--- config.mk ---
export PLATFORM = sky130hd
export DESIGN_NAME = seg_scan_driver
export DESIGN_NICKNAME = d
export VERILOG_FILES = /design/src/rtl/seg_scan_driver.sv
export SDC_FILE = /design/constraint.sdc
export NUM_CORES = 1
export LEC_CHECK = 0
export CORE_MARGIN = 3
export CORE_UTILIZATION = 35
export DETAILED_ROUTE_END_ITERATION = 6
export GPL_ROUTABILITY_DRIVEN = 1
export PLACE_DENSITY = 0.62
export SETUP_SLACK_MARGIN = 0.4
export SYNTH_ARGS = -nofsm -noshare
export SYNTH_HDL_FRONTEND = slang
export SYNTH_SLANG_ARGS = --single-unit
export TNS_END_PERCENT = 20
--- constraint.sdc ---
create_clock -name clk -period 3.1 [get_ports clk]
set_input_delay 0.62 -clock clk [delete_from_list [all_inputs] [get_ports clk]]
set_output_delay 0.62 -clock clk [all_outputs]
set_load 0.1 [all_outputs]
--- src/rtl/seg_scan_driver.sv ---
// Six-digit 7-segment scan driver: one digit per slot, blanking at the start of each slot, frame-atomic capture.
// Optional digit blinking is compiled in with `define SEG_BLINK_EN.
//
// state   | meaning
// S_BLANK | slot lead-in, all enables/segments inactive (anti-ghosting)
// S_DRIVE | enable of digit idx active, its segments and dp driven
module seg_scan_driver #(
  parameter int DIV_CNT     = 50000,
  parameter int BLANK_CYC   = 500,
  parameter bit ENB_ACT_LOW = 1'b1,
  parameter bit SEG_ACT_LOW = 1'b0
`ifdef SEG_BLINK_EN
  ,
  parameter int BLINK_FRAMES = 250
`endif
) (
  input  logic        clk,
  input  logic        rst_n,
  input  logic [41:0] i_six_digit_seg,
  input  logic [5:0]  i_six_dp,
`ifdef SEG_BLINK_EN
  input  logic [5:0]  i_blink_mask,
`endif
  output logic [6:0]  o_seg,
  output logic        o_seg_dp,
  output logic [5:0]  o_seg_enb,
  output logic        o_frame_start
);

  localparam int CW = (DIV_CNT > 2) ? $clog2(DIV_CNT) : 1;
  localparam logic [CW-1:0] CNT_LAST = CW'(DIV_CNT - 1);
  localparam logic [5:0] ENB_OFF = {6{ENB_ACT_LOW}};
  localparam logic [6:0] SEG_OFF = {7{SEG_ACT_LOW}};
  localparam logic       DP_OFF  = SEG_ACT_LOW;

  if (DIV_CNT < 2) begin : g_bad_div
    $error("seg_scan_driver: DIV_CNT must be >= 2");
  end
  if (BLANK_CYC >= DIV_CNT || BLANK_CYC < 0) begin : g_bad_blank
    $error("seg_scan_driver: BLANK_CYC must be in 0..DIV_CNT-1");
  end

  typedef enum logic {S_BLANK, S_DRIVE} state_t;

  state_t        state, state_next;
  logic [CW-1:0] cnt, cnt_next;
  logic [2:0]    idx, idx_next;
  logic          tick;
  logic          frame_end;
  logic [41:0]   shadow_seg;
  logic [5:0]    shadow_dp;
  logic [5:0]    enb_onehot;
  logic [6:0]    seg_sel;
  logic          dp_sel;
  logic          blink_dark;
  logic          lit;

  assign tick      = (cnt == CNT_LAST);
  assign frame_end = tick && (idx == 3'd5);

  always_comb begin
    cnt_next = cnt + CW'(1);
    idx_next = idx;
    if (tick) begin
      cnt_next = '0;
      idx_next = (idx == 3'd5) ? 3'd0 : idx + 3'd1;
    end
  end

  always_ff @(posedge clk or negedge rst_n) begin
    if (!rst_n) begin
      cnt   <= '0;
      idx   <= 3'd0;
      state <= S_BLANK;
    end else begin
      cnt   <= cnt_next;
      idx   <= idx_next;
      state <= state_next;
    end
  end

  // State tracks the counter value it is registered alongside, so look ahead at cnt_next.
  always_comb begin
    state_next = state;
    case (state)
      S_BLANK: if (int'(cnt_next) >= BLANK_CYC) state_next = S_DRIVE;
      S_DRIVE: if (tick && BLANK_CYC != 0) state_next = S_BLANK;
      default: state_next = S_BLANK;
    endcase
  end

  // The whole frame is captured at once on the last cycle of digit 5.
  always_ff @(posedge clk or negedge rst_n) begin
    if (!rst_n) begin
      shadow_seg <= '0;
      shadow_dp  <= '0;
    end else if (frame_end) begin
      shadow_seg <= i_six_digit_seg;
      shadow_dp  <= i_six_dp;
    end
  end

`ifdef SEG_BLINK_EN
  localparam int FW = (BLINK_FRAMES > 1) ? $clog2(BLINK_FRAMES + 1) : 1;

  if (BLINK_FRAMES < 1) begin : g_bad_blink
    $error("seg_scan_driver: BLINK_FRAMES must be >= 1");
  end

  logic [FW-1:0] frm_cnt;
  logic          blink_phase;
  logic [5:0]    shadow_mask;

  // Counting frame ends makes the toggle land exactly on the next frame's first digit.
  always_ff @(posedge clk or negedge rst_n) begin
    if (!rst_n) begin
      frm_cnt     <= '0;
      blink_phase <= 1'b0;
      shadow_mask <= '0;
    end else if (frame_end) begin
      shadow_mask <= i_blink_mask;
      if (int'(frm_cnt) == BLINK_FRAMES - 1) begin
        frm_cnt     <= '0;
        blink_phase <= ~blink_phase;
      end else begin
        frm_cnt <= frm_cnt + FW'(1);
      end
    end
  end

  assign blink_dark = blink_phase && (|(shadow_mask & enb_onehot));
`else
  assign blink_dark = 1'b0;
`endif

  always_comb begin
    enb_onehot = 6'd1 << idx;
    seg_sel    = '0;
    dp_sel     = 1'b0;
    for (int k = 0; k < 6; k++) begin
      if (idx == 3'(k)) begin
        seg_sel = shadow_seg[7*k +: 7];
        dp_sel  = shadow_dp[k];
      end
    end
    lit = (state == S_DRIVE) && !blink_dark;
  end

  always_ff @(posedge clk or negedge rst_n) begin
    if (!rst_n) begin
      o_seg_enb     <= ENB_OFF;
      o_seg         <= SEG_OFF;
      o_seg_dp      <= DP_OFF;
      o_frame_start <= 1'b0;
    end else begin
      o_seg_enb     <= lit ? (enb_onehot ^ ENB_OFF) : ENB_OFF;
      o_seg         <= lit ? (seg_sel ^ SEG_OFF) : SEG_OFF;
      o_seg_dp      <= lit ? (dp_sel ^ DP_OFF) : DP_OFF;
      o_frame_start <= (cnt == '0) && (idx == 3'd0);
    end
  end

endmodule

==> impl_metrics.ini, run 1 <==
[status]
status = finished clean

[timing]
finClkSkew_ns = 0.0139
fmax_mhz = 400
setup_viol = 0
relSlewSlack_pct = 29.6
fin_crit_sh_pct = 80.7
drv_slew = 0
rsz0062_at_grt = false
worstMarginPinSlew_ns = 1.06
min_period_ns = 2.50
finalHoldViolations = 0
setup_tns_ns = 0

[cells_and_area]
drive_above_1_share_pct = 25.2
fin_nets = 425
n_antenna_cell = 0
final_core_util_pct = 45.0
area_growth_pct = 21.9
final_cell_mix = dfrtp_1, clkdlybuf4s50_1, mux2_2, nor2_1
layout_commonest_cell = dfrtp_1
final_area_um2 = 4770

[clocking]
htree_levels = 3
clk_pin_slew_ns = 0.08
postCtsSetupBuffers = 0
cts_buffer_depth = 2
cts_hold_buffers = 0
cts_root_buffer = clkbuf_8
cts_tree = built
clkLatencyLatePin_ns = 0.36
cts_resized = 0
clock_sinks = 83
cts_buffers = 9

[die]
core_um2 = 10600
fp.dieArea_um2 = 12500
rows = 37
die_h_um = 112
io_pins = 65
initial_core_util_pct = 36.9
die_x_um = 112

[critical_path]
crit_type = reg -> reg
crit_chain = or4_4, nor4_2, and3_1, nand2_4, mux2_4
worstPathMaxFanout = 48
r2r_slack_ns = 0.60
cp.required_ns = 3.33
end_kind = flip-flop
arrival_ns = 2.74
slowest_delay_ns = 0.57
rr_worst_depth = 5
crit_slowest_cell = or4_4
start_kind = flip-flop

[grt]
grt_use_total_pct = 13.0
antenna_found_initial = 0
first_global_vias = 2532
grt_pass1_wl_mm = 12.9
overflow = 0
grt_max_degree = 84

[route]
drt_iter0_markers = 125
routed-wl-met3_um = 471
route.antenna.remaining_nets = 0
routed_wl_mm = 7.87
vias = 2569
wl_met2_mm = 3.47
dr.pass1.iters = 4
wl_per_cell_um = 15.3
drc = 0
wl_met1_mm = 3.79
top_layer = met4
viasPerCell = 5.01

[logic_synthesis]
synth_seq_cells = 83
syn_nets = 374
syn_inst = 321
yosysSeqAreaShare_pct = 53.2
ys_warn_count = 0
ys_types = 46
synth_edf_count = 0
synthFlopType = dfrtp_1
synthArstFlopShare_pct = 100
post_synth.cell_area_avg_um2 = 12.2
syn_area_um2 = 3920

[run]
cap_violations = 0

[worst_hold_path]
worstHoldPathType = in -> async

[power]
ir_drop_uv = 258
netSwitchingPower_uw = 467
power_density_nw_per_um2 = 431
switching_share_pct = 22.7
comb_power_share_pct = 6.8
p_leak_uw = 0.00206
intPower_uw = 1590
p_seq_share_pct = 55.0
clockPowerShare_pct = 38.2

[placement]
io_buffers = 64
post-dp-hpwl_mm = 5.34
place.gp.congestion = 0.839
dpl-instance-area_um2 = 4570
per-layer routing:
metal / vias up / track usage [%]
li1: 1237 / -
met1: 1231 / 18.9
met2: 91 / 18.6
met3: 10 / 3.53
met4: 0 / 4.30
met5: - / 0
Yosys cell counts (all sizes together) (7+ instances only):
cell | instances | share of area, %
dfrtp | 77 | 49
mux2 | 49 | 16
nor2 | 24 | 2.3
nand2 | 21 | 2.2
clkbuf | 17 | 1.6
and2 | 10 | 1.6
buf | 10 | 1.9
mux2i | 9 | 2.3
xor2 | 9 | 2.0
a221oi | 8 | 1.8
o2bb2ai | 8 | 1.8
o31ai | 8 | 1.5
xnor2 | 8 | 1.8
nand4 | 7 | 1.1
registers in the layout (all words and copies together), names as in the netlist:
name and flops:
cnt 16, idx 3, lit 1, o_frame_start 1, o_seg 7, o_seg_dp 1, o_seg_enb 6, shadow_dp 6
shadow_seg 42
power groups by stage:
stage	combinational [uW]	sequential, uW	clock, uW
after floorplan	47.9	1150	0
after global placement	140	1150	0
after detailed placement	143	1150	0
after CTS	143	1130	813
after global routing	154	1130	861
final	140	1130	785
area by class of cell:
type	count	area (um^2)
clock buffers	10	128
clock inverters	6	72.6
fillers	971	5830
inverters	6	22.5
multi-input cells	205	1670
flip-flops and latches	83	2080
well taps	136	170
repair buffers	67	623
final timing paths:
kind / endpoint / from
worst max-delay path: shadow_seg[37] / cnt[11]
worst min-delay path: cnt[5] / rst_n
worst min register to register: shadow_seg[4] / shadow_seg[4]
worst max register to register: shadow_seg[37] / cnt[11]
min in group clk: shadow_seg[4] / shadow_seg[4]
max in group asynchronous: cnt[11] / rst_n
cells by family (layout without fill, tap and decap cells):
kind of cell	Yosys count	count (layout)	share of synthesized area [%]
AND/OR/NAND/NOR	93	93	12.5
flip-flops	83	83	53.2
multiplexers	58	58	18.3
AO/OA/AOI/OAI	34	34	7.06
buffers and inverters	33	89	4.09
XOR/XNOR	17	17	3.80
adder cells (fa/ha/maj)	3	3	0.959
critical path, delay by kind of cell, from the launching register on:
| family | cells | cell delay, ns |
|---|---|---|
| flops | 1 | 0.48 |
| mux | 1 | 0.46 |
| simple gates | 4 | 1.41 |
through the flow:
stage	instances	total power [uW]	hold WS, ns	worst slack [ns]
6_report	513	2050	0.441	0.597
5_1_grt	513	2150	0.518	0.449
4_1_cts	513	2090	0.487	0.598
3_5_place_dp	497	1290	0.493	0.608
3_3_place_gp	497	1290	0.488	0.660
2_1_floorplan	321	1190	0.324	0.779
(Power assumes the default switching activity.)
==> inputs of run 2 (changes only) <==
--- a/config.mk
+++ b/config.mk
@@ -9,7 +9,7 @@
 export CORE_UTILIZATION = 35
 export DETAILED_ROUTE_END_ITERATION = 6
 export GPL_ROUTABILITY_DRIVEN = 1
-export PLACE_DENSITY = 0.62
+export PLACE_DENSITY = 0.65
 export SETUP_SLACK_MARGIN = 0.4
 export SYNTH_ARGS = -nofsm -noshare
 export SYNTH_HDL_FRONTEND = slang
==> constraint.sdc (replaced) <==
create_clock -name clk -period 2 [get_ports clk]
set_input_delay 0.4 -clock clk [delete_from_list [all_inputs] [get_ports clk]]
set_output_delay 0.4 -clock clk [all_outputs]
set_load 0.1 [all_outputs]
==> run 2 against run 1 <==
The flow now finishes with violations (setup timing). Clock skew is 0.00092 ns higher. Flip-flop and latch count did not move. Die area is the same. Power is 61% higher. Maximum frequency grew 25%. Highest routed layer unchanged. Register-to-register slack worse by 0.61 ns. Count of clock-buffer cells in the layout stayed put. Critical path depth is 1 higher. Worst setup slack lost 0.61 ns. Clock power increased by 67%.
==> impl_metrics.ini, run 2 (synthesis gave the netlist of run 1 again) <==
[clocking]
htree_levels = 3
clk_pin_slew_ns = 0.09
clock_sinks = 83
cts_root_buffer = clkbuf_8
cts_buffers = 9
cts_tree = built
clkLatencyLatePin_ns = 0.35
cts_buffer_depth = 2

[critical_path]
crit_chain = or4_4, nor4_4, and3_4, nand2_8, buf_12, mux2_4
slowest_delay_ns = 0.54
crit_type = reg -> reg
crit_buf_inv = 1
critPathTopFamily = simple AND/OR/NAND/NOR gates
end_kind = flip-flop
start_kind = flip-flop
cp.required_ns = 2.24
crit_slowest_cell = or4_4
r2r_slack_ns = -0.009
arrival_ns = 2.25
worstPathMaxFanout = 15

[power]
netSwitchingPower_uw = 713
comb_power_share_pct = 7.0
switching_share_pct = 21.6
power_density_nw_per_um2 = 626
clockPowerShare_pct = 39.8
ir_drop_uv = 365
p_leak_uw = 0.00226
p_seq_share_pct = 53.2
intPower_uw = 2590

[timing]
fin_crit_sh_pct = 100
fmax_mhz = 498
relSlewSlack_pct = 68.4
setup_viol = 15
setup_ws_ns = -0.00942
rsz0062_at_grt = true
worstMarginPinSlew_ns = 0.474
min_period_ns = 2.01
finClkSkew_ns = 0.0148
drv_slew = 0
finalHoldViolations = 0

[die]
initial_core_util_pct = 36.9
die_h_um = 112
core_um2 = 10600
io_pins = 65
fp.dieArea_um2 = 12500
die_x_um = 112
rows = 37

[cells_and_area]
multi_input_area_um2 = 1830
layout_commonest_cell = dfrtp_1
area_growth_pct = 34.6
n_antenna_cell = 0
largest_reg_flops = 42
n_fill_cell = 928
reg.largest.list = shadow_seg x42, cnt x16, o_seg x7
final_cell_mix = dfrtp_1, clkdlybuf4s50_1, buf_4, mux2_2, nor2_1
final_core_util_pct = 49.7
fin_nets = 450
seq_area_um2 = 2090
top_register = shadow_seg
drive_above_1_share_pct = 35.3
instances_no_fill = 538

[route]
route.antenna.remaining_nets = 0
wl_per_cell_um = 16.1
drt_iter0_markers = 154
vias = 2703
viasPerCell = 5.02
dr.pass1.iters = 4
routed_wl_mm = 8.67
drc = 0

[status]
status = complete, but fails checks
violations = setup timing

[grt]
grt_max_degree = 35
overflow = 0
grt_pass1_wl_mm = 13.9
grt_use_total_pct = 13.9
antenna_found_initial = 0
first_global_vias = 2829

[worst_hold_path]
worstHoldPathType = reg -> reg

[run]
cap_violations = 0

[placement]
place.gp.congestion = 0.886
post-dp-hpwl_mm = 6.12
place_inst = 521
io_buffers = 64
==> run 2: cell types whose count changed in the layout (fill, tap and decap cells not counted), sizes merged <==
cell	previous run	this run
buf	19	43
bufinv	1	2
clkinv	2	3
dlygate4sd3	0	1
inv	8	6
==> run 2: layout make-up <==
class | instances | share of cell area (%)
clock inverter | 6 | 1.71
multi-input combinational | 205 | 34.6
tap | 136 | 3.23
inverter | 6 | 0.427
sequential | 83 | 39.6
clock buffer | 10 | 2.42
timing repair buffer | 92 | 17.9
==> run 2: path summary, 6_finish.rpt <==
path,endpoint,start,cells after the start
hold reg to reg,shadow_seg[5],shadow_seg[5],1
hold / removal,shadow_seg[5],shadow_seg[5],1
min in group asynchronous,shadow_seg[31],rst_n,2
max in group asynchronous,shadow_dp[1],rst_n,3
setup / recovery,shadow_seg[36],cnt[11],6
setup reg to reg,shadow_seg[36],cnt[11],6
==> run 2: power groups by stage <==
stage / Combinational [uW] / Sequential (uW) / Clock (uW)
6_report: 232 / 1760 / 1310
3_3_place_gp: 228 / 1780 / 0
5_1_grt: 253 / 1760 / 1420
2_1_floorplan: 76.2 / 1780 / 0
4_1_cts: 235 / 1750 / 1350
3_5_place_dp: 233 / 1790 / 0
==> run 2: worst reg2reg max path, stage by stage (launching register included) <==
cell	delay, ns
dfrtp_1	0.39
or4_4	0.54
nor4_4	0.17
and3_4	0.26
nand2_8	0.08
buf_12	0.17
mux2_4	0.30
==> run 2: metal layers <==
layer	share of wire [%]	GRT usage (%)	vias to the layer above
met4	1.1	5.03	0
met2	49	22.0	60
met1	46	18.3	1353
met5	0	0	-
met3	4.7	3.59	9
li1	-	-	1281
==> run 2: through the flow <==
step	hold slack [ns]	total power (uW)	TNS, ns	cell area (um^2)	setup WS, ns
floorplan	0.104	1850	-6.96	4010	-0.228
global placement	0.376	2010	-0.971	4920	-0.0391
detailed placement	0.387	2020	-2.14	4920	-0.0720
CTS	0.513	3340	-0.466	5180	-0.0301
global route	0.519	3430	-2.38	5270	-0.0758
finish	0.507	3300	-0.0914	5270	-0.00942
==> run 2: what timing repair did <==
action / CTS / global route
pin swaps: 5 / 26
hold endpoints to repair: 10 / 0
setup endpoints to repair: 71 / 74
gates cloned: 0 / 0
gates resized for setup: 6 / 17
buffers inserted: 0 / 0
hold buffers: 1 / 0
==> inputs of run 3 (changes only) <==
--- a/config.mk
+++ b/config.mk
@@ -5,11 +5,13 @@
 export SDC_FILE = /design/constraint.sdc
 export NUM_CORES = 1
 export LEC_CHECK = 0
+export CAP_MARGIN = 10
 export CORE_MARGIN = 3
 export CORE_UTILIZATION = 35
 export DETAILED_ROUTE_END_ITERATION = 6
 export GPL_ROUTABILITY_DRIVEN = 1
-export PLACE_DENSITY = 0.65
+export HOLD_SLACK_MARGIN = 0.1
+export PLACE_DENSITY_LB_ADDON = 0.3
 export SETUP_SLACK_MARGIN = 0.4
 export SYNTH_ARGS = -nofsm -noshare
 export SYNTH_HDL_FRONTEND = slang
==> run 3 against run 2 <==
Cell count increased by 0.74%. Flip-flop and latch count stayed put. Worst hold slack hardly changed. The flow still finishes with violations (setup timing). Maximum frequency is 3.0% lower. Count of clock-buffer cells in the layout is 1 higher. First-iteration DRC count is 5.2% lower. Worst setup slack worse by 0.063 ns. Global-route usage is 1.1 points higher. Sequential share of layout area grew 0.22 points.
==> impl_metrics.ini, run 3 (synthesis gave the netlist of run 1 again) <==
[status]
status = complete, but fails checks
violations = setup timing

[cells_and_area]
area_growth_pct = 33.9
reg.largest.list = shadow_seg x42, cnt x16, o_seg x7
largest_reg_flops = 42
fin_nets = 454
final_area_um2 = 5240
drive_above_1_share_pct = 35.7
n_antenna_cell = 0
top_register = shadow_seg
layout_commonest_cell = dfrtp_1
n_fill_cell = 967
final_cell_mix = dfrtp_1, clkdlybuf4s50_1, buf_4, mux2_2, nor2_1
instances_no_fill = 542

[grt]
grt_use_total_pct = 14.9
grt_max_degree = 40
overflow = 0
grt_pass1_wl_mm = 14.9
first_global_vias = 2870
antenna_found_initial = 0

[route]
route.antenna.remaining_nets = 0
viasPerCell = 5.05
routed_wl_mm = 8.81
dr.pass1.iters = 4
drc = 0
drt_iter0_markers = 146
vias = 2738
wl_per_cell_um = 16.3

[clocking]
clkLatencyLatePin_ns = 0.36
cts_tree = built
cts_buffers = 9
clock_sinks = 83
clk_pin_slew_ns = 0.09
htree_levels = 3
cts_buffer_depth = 2
cts_root_buffer = clkbuf_8

[die]
fp.dieArea_um2 = 12500
rows = 37
initial_core_util_pct = 36.9
core_um2 = 10600
die_h_um = 112
die_x_um = 112
io_pins = 65

[timing]
setup_ws_ns = -0.0721
relSlewSlack_pct = 68.3
setup_viol = 49
drv_slew = 0
finClkSkew_ns = 0.0130
hold_slack_ns = 0.507
min_period_ns = 2.07
fin_crit_sh_pct = 104
finalHoldViolations = 0
rsz0062_at_grt = true
worstMarginPinSlew_ns = 0.475
fmax_mhz = 483

[power]
ir_drop_uv = 283
power_density_nw_per_um2 = 601
p_leak_uw = 0.00228
p_total_uw = 3150

[critical_path]
crit_type = reg -> reg
cp.required_ns = 2.25
end_kind = flip-flop
worstPathMaxFanout = 22
arrival_ns = 2.32
start_kind = flip-flop

[placement]
io_buffers = 64
place_inst = 524
dpl-instance-area_um2 = 4930
post-dp-hpwl_mm = 6.28
place.gp.congestion = 0.844

[run]
cap_violations = 0

[worst_hold_path]
worstHoldPathType = in -> async
run 3: layout make-up:
cell class              count  area, um^2  area share, %
clock buffers              11         141           2.70
clock inverters             5        46.3          0.883
inverters                   6        22.5          0.430
multi-input cells         205        1800           34.4
flip-flops and latches     83        2090           39.8
well taps                 136         170           3.25
repair buffers             96         971           18.5
run 3: through the flow:
| stage | setup slack, ns | utilization (%) | setup TNS [ns] |
|---|---|---|---|
| finish | -0.0721 | 49.4 | -1.97 |
| global route | -0.142 | 49.4 | -5.41 |
| CTS | -0.0530 | 48.9 | -0.873 |
| detailed placement | -0.0886 | 46.5 | -3.01 |
| global placement | -0.0290 | 46.5 | -0.618 |
| floorplan | -0.228 | - | -6.96 |
run 3: timing repair:
action,CTS,global route
gates resized for setup,12,10
hold endpoints to repair,31,0
endpoints found under the setup margin,71,73
pin swaps,16,22
buffers inserted,0,1
hold buffers,1,0
run 3: where the power goes:
group,leakage (uW),switching (uW),internal (uW)
clock network,0.0000960,659,506
registers,0.00101,29.2,1730
logic,0.00118,76.5,154
total,0.00228,764,2390
run 3: final timing paths:
path / start / to / slack [ns] / cells after the start
setup / recovery: cnt[11] / shadow_seg[35] / -0.07 / 6
hold / removal: rst_n / shadow_seg[8] / 0.51 / 2
setup reg to reg: cnt[11] / shadow_seg[35] / -0.07 / 6
hold reg to reg: shadow_seg[11] / shadow_seg[11] / 0.51 / 1
max in group asynchronous: rst_n / o_seg_enb[2] / 0.86 / 3
min in group clk: shadow_seg[11] / shadow_seg[11] / 0.51 / 1
run 3: metal layers:
metal	GRT usage, %	routed length (um)
met2	23.9	4200
met5	0	0
met1	20.1	4110
met4	4.70	125
met3	3.59	372
run 3: worst max-delay path, stage by stage (launching register included):
cell	delay, ns
dfrtp_1	0.39
or4_4	0.55
nor4_4	0.20
and3_4	0.25
nand2_4	0.07
buf_12	0.18
mux2_4	0.31
